**src/rtl/uart_register_responder_if.sv**
```systemverilog
// Byte-stream and register-bus signals of the UART register responder.
// master is the responder's view; slave is the UART controller / register file view.
interface uart_register_responder_if #(
    parameter int ADDRESS_BITS = 4
);
    logic [7:0]              receive_data;
    logic                    receive_valid;
    logic                    receive_ready;
    logic [7:0]              transmit_data;
    logic                    transmit_valid;
    logic                    transmit_ready;
    logic [ADDRESS_BITS-1:0] reg_address;
    logic [7:0]              reg_write_data;
    logic                    reg_write_enable;
    logic [7:0]              reg_read_data;

    modport master (
        input  receive_data, receive_valid, transmit_ready, reg_read_data,
        output receive_ready, transmit_data, transmit_valid,
               reg_address, reg_write_data, reg_write_enable
    );

    modport slave (
        output receive_data, receive_valid, transmit_ready, reg_read_data,
        input  receive_ready, transmit_data, transmit_valid,
               reg_address, reg_write_data, reg_write_enable
    );
endinterface

```
**src/rtl/uart_register_responder.sv**
```systemverilog
// Serial command responder: host read/write access to a small register bus, one reply byte per command.
// Optional write-data timeout enabled by defining UART_RESPONDER_TIMEOUT_EN.
module uart_register_responder #(
    parameter int         ADDRESS_BITS   = 4,
    parameter logic [7:0] ACK_BYTE       = 8'h06,
    parameter logic [7:0] NAK_BYTE       = 8'h15,
    parameter int         TIMEOUT_CYCLES = 1000000
) (
    input  logic                     clock,
    input  logic                     reset,
    uart_register_responder_if.master bus
);
    typedef enum logic [1:0] {IDLE, READ, WAIT_DATA, RESPOND} state_t;

    // Command bits between the address field and the write flag must be zero.
    localparam logic [6:0] RESERVED_MASK = 7'(7'h7F << ADDRESS_BITS);

    if (ADDRESS_BITS < 1 || ADDRESS_BITS > 7 || TIMEOUT_CYCLES < 1) begin : gBadParams
        $error("uart_register_responder: parameter out of range");
    end

    state_t                  state_q;
    logic                    receiveReady_q;
    logic                    transmitValid_q;
    logic [7:0]              transmitData_q;
    logic [ADDRESS_BITS-1:0] address_q;
    logic [7:0]              writeData_q;
    logic                    writeEnable_q;

`ifdef UART_RESPONDER_TIMEOUT_EN
    localparam int COUNT_BITS = $clog2(TIMEOUT_CYCLES + 1);
    logic [COUNT_BITS-1:0] waitCount_q;
`endif

    logic rxAccept;
    logic reservedSet;

    assign rxAccept    = bus.receive_valid && receiveReady_q;
    assign reservedSet = |(bus.receive_data[6:0] & RESERVED_MASK);

    always_ff @(posedge clock or posedge reset) begin
        if (reset) begin
            state_q         <= IDLE;
            receiveReady_q  <= 1'b0;
            transmitValid_q <= 1'b0;
            transmitData_q  <= 8'h00;
            address_q       <= '0;
            writeData_q     <= 8'h00;
            writeEnable_q   <= 1'b0;
`ifdef UART_RESPONDER_TIMEOUT_EN
            waitCount_q     <= '0;
`endif
        end else begin
            writeEnable_q <= 1'b0;
            case (state_q)
                IDLE: begin
                    receiveReady_q <= 1'b1;
                    if (rxAccept) begin
                        if (reservedSet) begin
                            transmitData_q  <= NAK_BYTE;
                            transmitValid_q <= 1'b1;
                            receiveReady_q  <= 1'b0;
                            state_q         <= RESPOND;
                        end else begin
                            address_q <= bus.receive_data[ADDRESS_BITS-1:0];
                            if (bus.receive_data[7]) begin
                                state_q <= WAIT_DATA;
`ifdef UART_RESPONDER_TIMEOUT_EN
                                waitCount_q <= '0;
`endif
                            end else begin
                                receiveReady_q <= 1'b0;
                                state_q        <= READ;
                            end
                        end
                    end
                end
                READ: begin
                    transmitData_q  <= bus.reg_read_data;
                    transmitValid_q <= 1'b1;
                    state_q         <= RESPOND;
                end
                WAIT_DATA: begin
                    // A data byte arriving on the timeout cycle still wins.
                    if (rxAccept) begin
                        writeData_q     <= bus.receive_data;
                        writeEnable_q   <= 1'b1;
                        transmitData_q  <= ACK_BYTE;
                        transmitValid_q <= 1'b1;
                        receiveReady_q  <= 1'b0;
                        state_q         <= RESPOND;
                    end
`ifdef UART_RESPONDER_TIMEOUT_EN
                    else if (waitCount_q == COUNT_BITS'(TIMEOUT_CYCLES - 1)) begin
                        transmitData_q  <= NAK_BYTE;
                        transmitValid_q <= 1'b1;
                        receiveReady_q  <= 1'b0;
                        state_q         <= RESPOND;
                    end else begin
                        waitCount_q <= waitCount_q + 1'b1;
                    end
`endif
                end
                RESPOND: begin
                    if (bus.transmit_ready) begin
                        transmitValid_q <= 1'b0;
                        receiveReady_q  <= 1'b1;
                        state_q         <= IDLE;
                    end
                end
                default: state_q <= IDLE;
            endcase
        end
    end

    assign bus.receive_ready    = receiveReady_q;
    assign bus.transmit_valid   = transmitValid_q;
    assign bus.transmit_data    = transmitData_q;
    assign bus.reg_address      = address_q;
    assign bus.reg_write_data   = writeData_q;
    assign bus.reg_write_enable = writeEnable_q;
endmodule

```
**src/flat_wrapper.sv**
```systemverilog
// flat-port wrapper written by rule: the top's interface ports become plain ports
module uart_register_responder_flat 
#(
    parameter int         ADDRESS_BITS   = 4,
    parameter logic [7:0] ACK_BYTE       = 8'h06,
    parameter logic [7:0] NAK_BYTE       = 8'h15,
    parameter int         TIMEOUT_CYCLES = 1000000
)
  (clock, reset, bus_receive_data, bus_receive_valid, bus_transmit_ready, bus_reg_read_data, bus_receive_ready, bus_transmit_data, bus_transmit_valid, bus_reg_address, bus_reg_write_data, bus_reg_write_enable);
  uart_register_responder_if #(.ADDRESS_BITS(ADDRESS_BITS)) bus_i ();
  input  logic clock;
  input  logic reset;
  input wire logic [$bits(bus_i.receive_data)-1:0] bus_receive_data;
  input wire logic [$bits(bus_i.receive_valid)-1:0] bus_receive_valid;
  input wire logic [$bits(bus_i.transmit_ready)-1:0] bus_transmit_ready;
  input wire logic [$bits(bus_i.reg_read_data)-1:0] bus_reg_read_data;
  output wire logic [$bits(bus_i.receive_ready)-1:0] bus_receive_ready;
  output wire logic [$bits(bus_i.transmit_data)-1:0] bus_transmit_data;
  output wire logic [$bits(bus_i.transmit_valid)-1:0] bus_transmit_valid;
  output wire logic [$bits(bus_i.reg_address)-1:0] bus_reg_address;
  output wire logic [$bits(bus_i.reg_write_data)-1:0] bus_reg_write_data;
  output wire logic [$bits(bus_i.reg_write_enable)-1:0] bus_reg_write_enable;
  assign bus_i.receive_data = bus_receive_data;
  assign bus_i.receive_valid = bus_receive_valid;
  assign bus_i.transmit_ready = bus_transmit_ready;
  assign bus_i.reg_read_data = bus_reg_read_data;
  assign bus_receive_ready = bus_i.receive_ready;
  assign bus_transmit_data = bus_i.transmit_data;
  assign bus_transmit_valid = bus_i.transmit_valid;
  assign bus_reg_address = bus_i.reg_address;
  assign bus_reg_write_data = bus_i.reg_write_data;
  assign bus_reg_write_enable = bus_i.reg_write_enable;
  uart_register_responder #(.ADDRESS_BITS(ADDRESS_BITS), .ACK_BYTE(ACK_BYTE), .NAK_BYTE(NAK_BYTE), .TIMEOUT_CYCLES(TIMEOUT_CYCLES)) u_core (.clock(clock), .reset(reset), .bus(bus_i));
endmodule
```
**config.mk**
```make
export PLATFORM = sky130hd
export DESIGN_NAME = uart_register_responder_flat
export DESIGN_NICKNAME = d
export VERILOG_FILES = /design/src/rtl/uart_register_responder_if.sv /design/src/rtl/uart_register_responder.sv /design/src/flat_wrapper.sv
export SDC_FILE = /design/constraint.sdc
export NUM_CORES = 1
export LEC_CHECK = 0
export ABC_CLOCK_PERIOD_IN_PS = 2000
export CELL_PAD_IN_SITES_DETAIL_PLACEMENT = 1
export CELL_PAD_IN_SITES_GLOBAL_PLACEMENT = 1
export CORE_MARGIN = 2
export CORE_UTILIZATION = 31
export CTS_CLUSTER_DIAMETER = 30
export DETAILED_ROUTE_END_ITERATION = 8
export PLACE_DENSITY_LB_ADDON = 0.1
export REMOVE_ABC_BUFFERS = 1
export SLEW_MARGIN = 20
export SYNTH_ARGS = -nofsm -noshare
export SYNTH_HDL_FRONTEND = slang
export SYNTH_SLANG_ARGS = --single-unit
```
**constraint.sdc**
```tcl
create_clock -name clock -period 2 [get_ports clock]
set_clock_uncertainty 0.15 [all_clocks]
set_input_delay 0.2 -clock clock [delete_from_list [all_inputs] [get_ports clock]]
set_output_delay 0.2 -clock clock [all_outputs]
set_load 0.02 [all_outputs]
```
### Word-level counts from Yosys, hierarchy flattened

Index checks and enable logic that the tools add are counted.

* flip-flop bits (word level): 25
* bits of input ports: 20
* word-level logic and storage cells: 49

* equality and inequality tests: 7
* multiplexer cells: 23
* bitwise logic cells: 1
* reductions and logical operators: 11

Operator list (number)
* $mux W8: 3
* $pmux W8 S3: 1
* $mux W1: 11
* $mux W2: 5
* $reduce_and A3 Y1: 3
* $pmux W2 S4: 1
* $reduce_and A4 Y1: 2
* $ne A2 B1 Y1 const B: 3
* $reduce_bool A3 Y1: 2
* $eq A2 B2 Y1 const B: 2
* $pmux W1 S4: 1
* $pmux W1 S3: 1
* $reduce_or A3 Y1: 1
* $eq A2 B1 Y1 const B: 1
* $logic_not A2 Y1: 1
* $ne A2 B2 Y1 const B: 1
* $reduce_and A2 Y1: 1
* $logic_and A1 B1 Y1: 1
* $not A1 Y1: 1

### Longest topological paths before layout

* depth after elaboration: 4
* depth in mapped cells: 6
* gate-level depth less buffers: 5

### Least setup slack after synthesis

No wires, ideal clock.

* path type: flip-flop to flip-flop
* start point: register u_core.state_q[1]
* end point: register u_core.address_q[2], in the netlist u_core.bus.reg_address[2]
* setup time: 0.125 ns
* arrival: 1.737 ns
* path slack: -0.012 ns
* stages on the path, launching flop included: 6
* path buffers: 0
* cell sequence: dfrtp_1 > inv_1 > ha_1 > or4b_4 > nor2_4 > mux2_2

* word-level cells in the longest chain between the ends: 2

Ends and longest elaborated chain
* from (decl): line uart_register_responder.sv:22 `state_t state_q;`
* from (signal assigned): line uart_register_responder.sv:43 `state_q <= IDLE;`
* from (signal assigned): line uart_register_responder.sv:63 `state_q <= RESPOND;`
* from (signal assigned): line uart_register_responder.sv:67 `state_q <= WAIT_DATA;`
* $logic_not A2 Y1: line uart_register_responder.sv:55 `case (state_q)`
* $reduce_and A3 Y1 (no source line)
* to (signal assigned): line uart_register_responder.sv:65 `address_q <= bus.receive_data[ADDRESS_BITS-1:0];`
* to (decl): line uart_register_responder.sv:26 `logic [ADDRESS_BITS-1:0] address_q;`

No other way between the ends.
A chain may end at the register's enable or synchronous reset.

### Worst setup path in the final report

* start point: register u_core.state_q[0]
* end point: register u_core.address_q[2], in the netlist u_core.bus.reg_address[2]

The elaborated chain is that of the path after synthesis.

==> impl_results.md <==
* Fin area at ~0.0018 sq mm
* Clk sink count at 25
* Number of placed I/O pins at 43
* CP startpoint kind: register
* Post-CTS resize count at 0
* Vias in the first global route at ~1,000
* Ant diodes at 0
* Total Wirelength at approximately 2.9 mm
* Clock Latency Late Sink at roughly 0.26 ns
* Yosys warnings at 0
* Final core occ at between 40% and 50%
* RSZ-0062 raised after global routing: false
* Setup TNS at 0 ns
* Outcome: completed
* Final setup fails at 0
* Tcrit/Tclk final at about 96%
* Reg2reg start: u_core.state_q[0]
* Slew headroom at between 70 and 80%
* Hold Buf Count CTS at 0
* Fin. max-slew vios at 0
* Maximum fanout along the worst path at 4
* Crit end category: register
* First-pass GRT wire length at approximately 5 mm
* Sequential Area at between 600 and 700 sq um
* Nets@finish at about 180
* Hpwl dp at 2.26 mm
* Die width at about 66 microns
* Hold Path Class: in2async
* 1st-iter DRT viols at 8
* Synth Cell Area at around 0.0012 sq mm
* GRT Total Usage at between 10% and 20%
* Initial DRT Pass Iterations at 2
* Placed Area at ~0.0018 sq mm
* DIE HEIGHT at 66.3 microns
* Yosys reg bits at 25
* Slew at the pin closest to its max-slew limit at around 0.35 ns
* Root buffer cell: clkbuf_8
* Num rows at 22
* Share of cells above drive strength 1 at about a quarter
* Worst path required time at between 2 and 2.5 ns
* Most common cell after layout, fill and taps aside: clkdlybuf4s50_1
* Area growth, synth to finish at 53.0%
* Detail Route Antenna Nets at 0
* Die Footprint at ~0.0044 sq mm
* CTS tree: yes
* Max-cap violations at 0
* Port buffer count at 42
* Fillcell total at roughly 400
* GRT Residual Overflow at 0
* Crit Reg-Reg Endpoint: u_core.bus.reg_address[2]
* Initial cell density of the core at between 30% and 40%
* Pwr/cell area at approximately 1600 mW/mm^2
* Clock Path Buffers at 2
* Multi-input gate area at about 540 sq um
* Synth area leader: dfrtp_1
* WP data arrival at approximately 1.9 ns
* Max rail drop VDD at about 620 uV
* Initial antenna violation count at 0
* R2R cell count at 5
* GP Congestion at 0.793
* Top-area cell type share of the netlist area at just over 50%
* Avg Inst Size Synth at around 13 sq um
* Synth cell types at 26
* Reg2Reg Setup Slack at 0.08 ns
* Vias per std cell at between 4 and 5
* Setup Crit Path Kind: reg2reg
* Post-CTS Setup Inserts at 0
* Most frequent cells in the layout: 42 x clkdlybuf4s50_1, 25 x dfrtp_1, 15 x mux2_2, 15 x buf_4, 9 x inv_1
* Core area at 0.00369 sq mm
* Seq/Total Area, Yosys at around 52%
* Fin crit period at between 1.5 and 2 ns
* WL/cell at 14.1 microns
* Hold slack final at ~0.14 ns
* Final worst setup slack at 0.0832 ns
* Place WS at -0.0153 ns
* Drt drc at 0
* TritonCTS buffer count at 3
* Cells after synthesis at 95
* Clk slew on worst S/H paths at ~0.09 ns
* Top cells by area, synth: dfrtp_1 52%, mux2_2 14%, ha_1 7.3%, mux2i_1 4.2%, inv_1 2.8%
* Final Hold Viols at 0
* H-tree levels at 1
* DR vias at between 900 and 1,000
* F_max at roughly 520 MHz
* Pin count of the biggest net entering global routing at 26
* Leakage at about 0.82 nW
report_power, final:
| part | internal, mW | total (mW) | switching, mW |
|---|---|---|---|
| Clock | 0.141 | 0.304 | 0.163 |
| Combinational | 0.928 | 1.74 | 0.811 |
| Sequential | 0.737 | 0.852 | 0.115 |
| Total | 1.81 | 2.90 | 1.09 |
cell families (layout without fill, tap and decap cells):
logic type | Yosys count | count (layout) | synth area share [%]
flops | 25 | 25 | 52.0
fa+ha+maj | 7 | 7 | 7.28
mux | 22 | 22 | 20.1
buf+inv | 10 | 70 | 3.12
compound gates | 11 | 11 | 6.44
simple gates | 20 | 20 | 11.1
layout make-up:
| type | instances | share of cell area [%] |
|---|---|---|
| Clock buffer | 3 | 2.24 |
| Clock inverter | 1 | 0.408 |
| Inverter | 9 | 1.83 |
| Multi-Input combinational cell | 60 | 29.3 |
| Sequential cell | 25 | 34.0 |
| Tap cell | 48 | 3.26 |
| Timing Repair Buffer | 57 | 28.9 |
cells in the mapped netlist (all sizes together):
library cell  number
inv                9
nor2b              2
a211oi             1
nand2              8
nor4b              2
o31ai              2
o21ai              3
or4b               1
o22ai              1
nor2               3
nand2b             1
a2bb2oi            1
a2111o             1
nand3              1
a21oi              1
ha                 7
dfrtp             25
clkbuf             1
mux2i              5
nor3               1
mux2              17
o31a               1
nand3b             1
flip-flops by register name, summed over array words and instances, names as in the netlist:
register                     cells
u_core.bus.reg_address           4
u_core.bus.reg_write_enable      1
u_core.state_q                   2
u_core.bus.transmit_data         8
u_core.bus.receive_ready         1
u_core.bus.transmit_valid        1
u_core.bus.reg_write_data        8
worst max-delay path, cell delays in order, from the launching register on:
cell and delay (ns):
dfrtp_1 0.38, inv_1 0.08, ha_1 0.19, or4b_4 0.49, nor2_4 0.16, mux2_2 0.35
layer usage:
layer / vias to the layer above / GRT usage (%) / part of all wire, %
met2: 31 / 24.8 / 50
met3: 2 / 4.60 / 8.7
met4: 0 / 3.06 / 0.49
met1: 453 / 17.5 / 41
li1: 451 / - / -
met5: - / 0 / 0
per-stage QoR:
step / cells / total power, mW
2_1_floorplan: 94 / 1.84
3_3_place_gp: 199 / 2.57
3_5_place_dp: 199 / 2.63
4_1_cts: 203 / 2.95
5_1_grt: 203 / 3.13
6_report: 203 / 2.90
how the worst max path moves through the flow:
stage | slack, ns | from | to
after CTS | 0.03 | u_core.state_q[0] | u_core.bus.reg_address[2]
after detailed placement | -0.02 | bus_receive_data[5] | u_core.bus.reg_address[2]
after global routing | 0.01 | u_core.state_q[0] | u_core.bus.reg_address[0]
after floorplan | -0.01 | u_core.state_q[1] | u_core.bus.reg_address[2]
final | 0.08 | u_core.state_q[0] | u_core.bus.reg_address[2]
after global placement | 0.03 | bus_receive_data[5] | u_core.bus.reg_address[3]
Note: power is estimated with default switching activity, not from simulation.
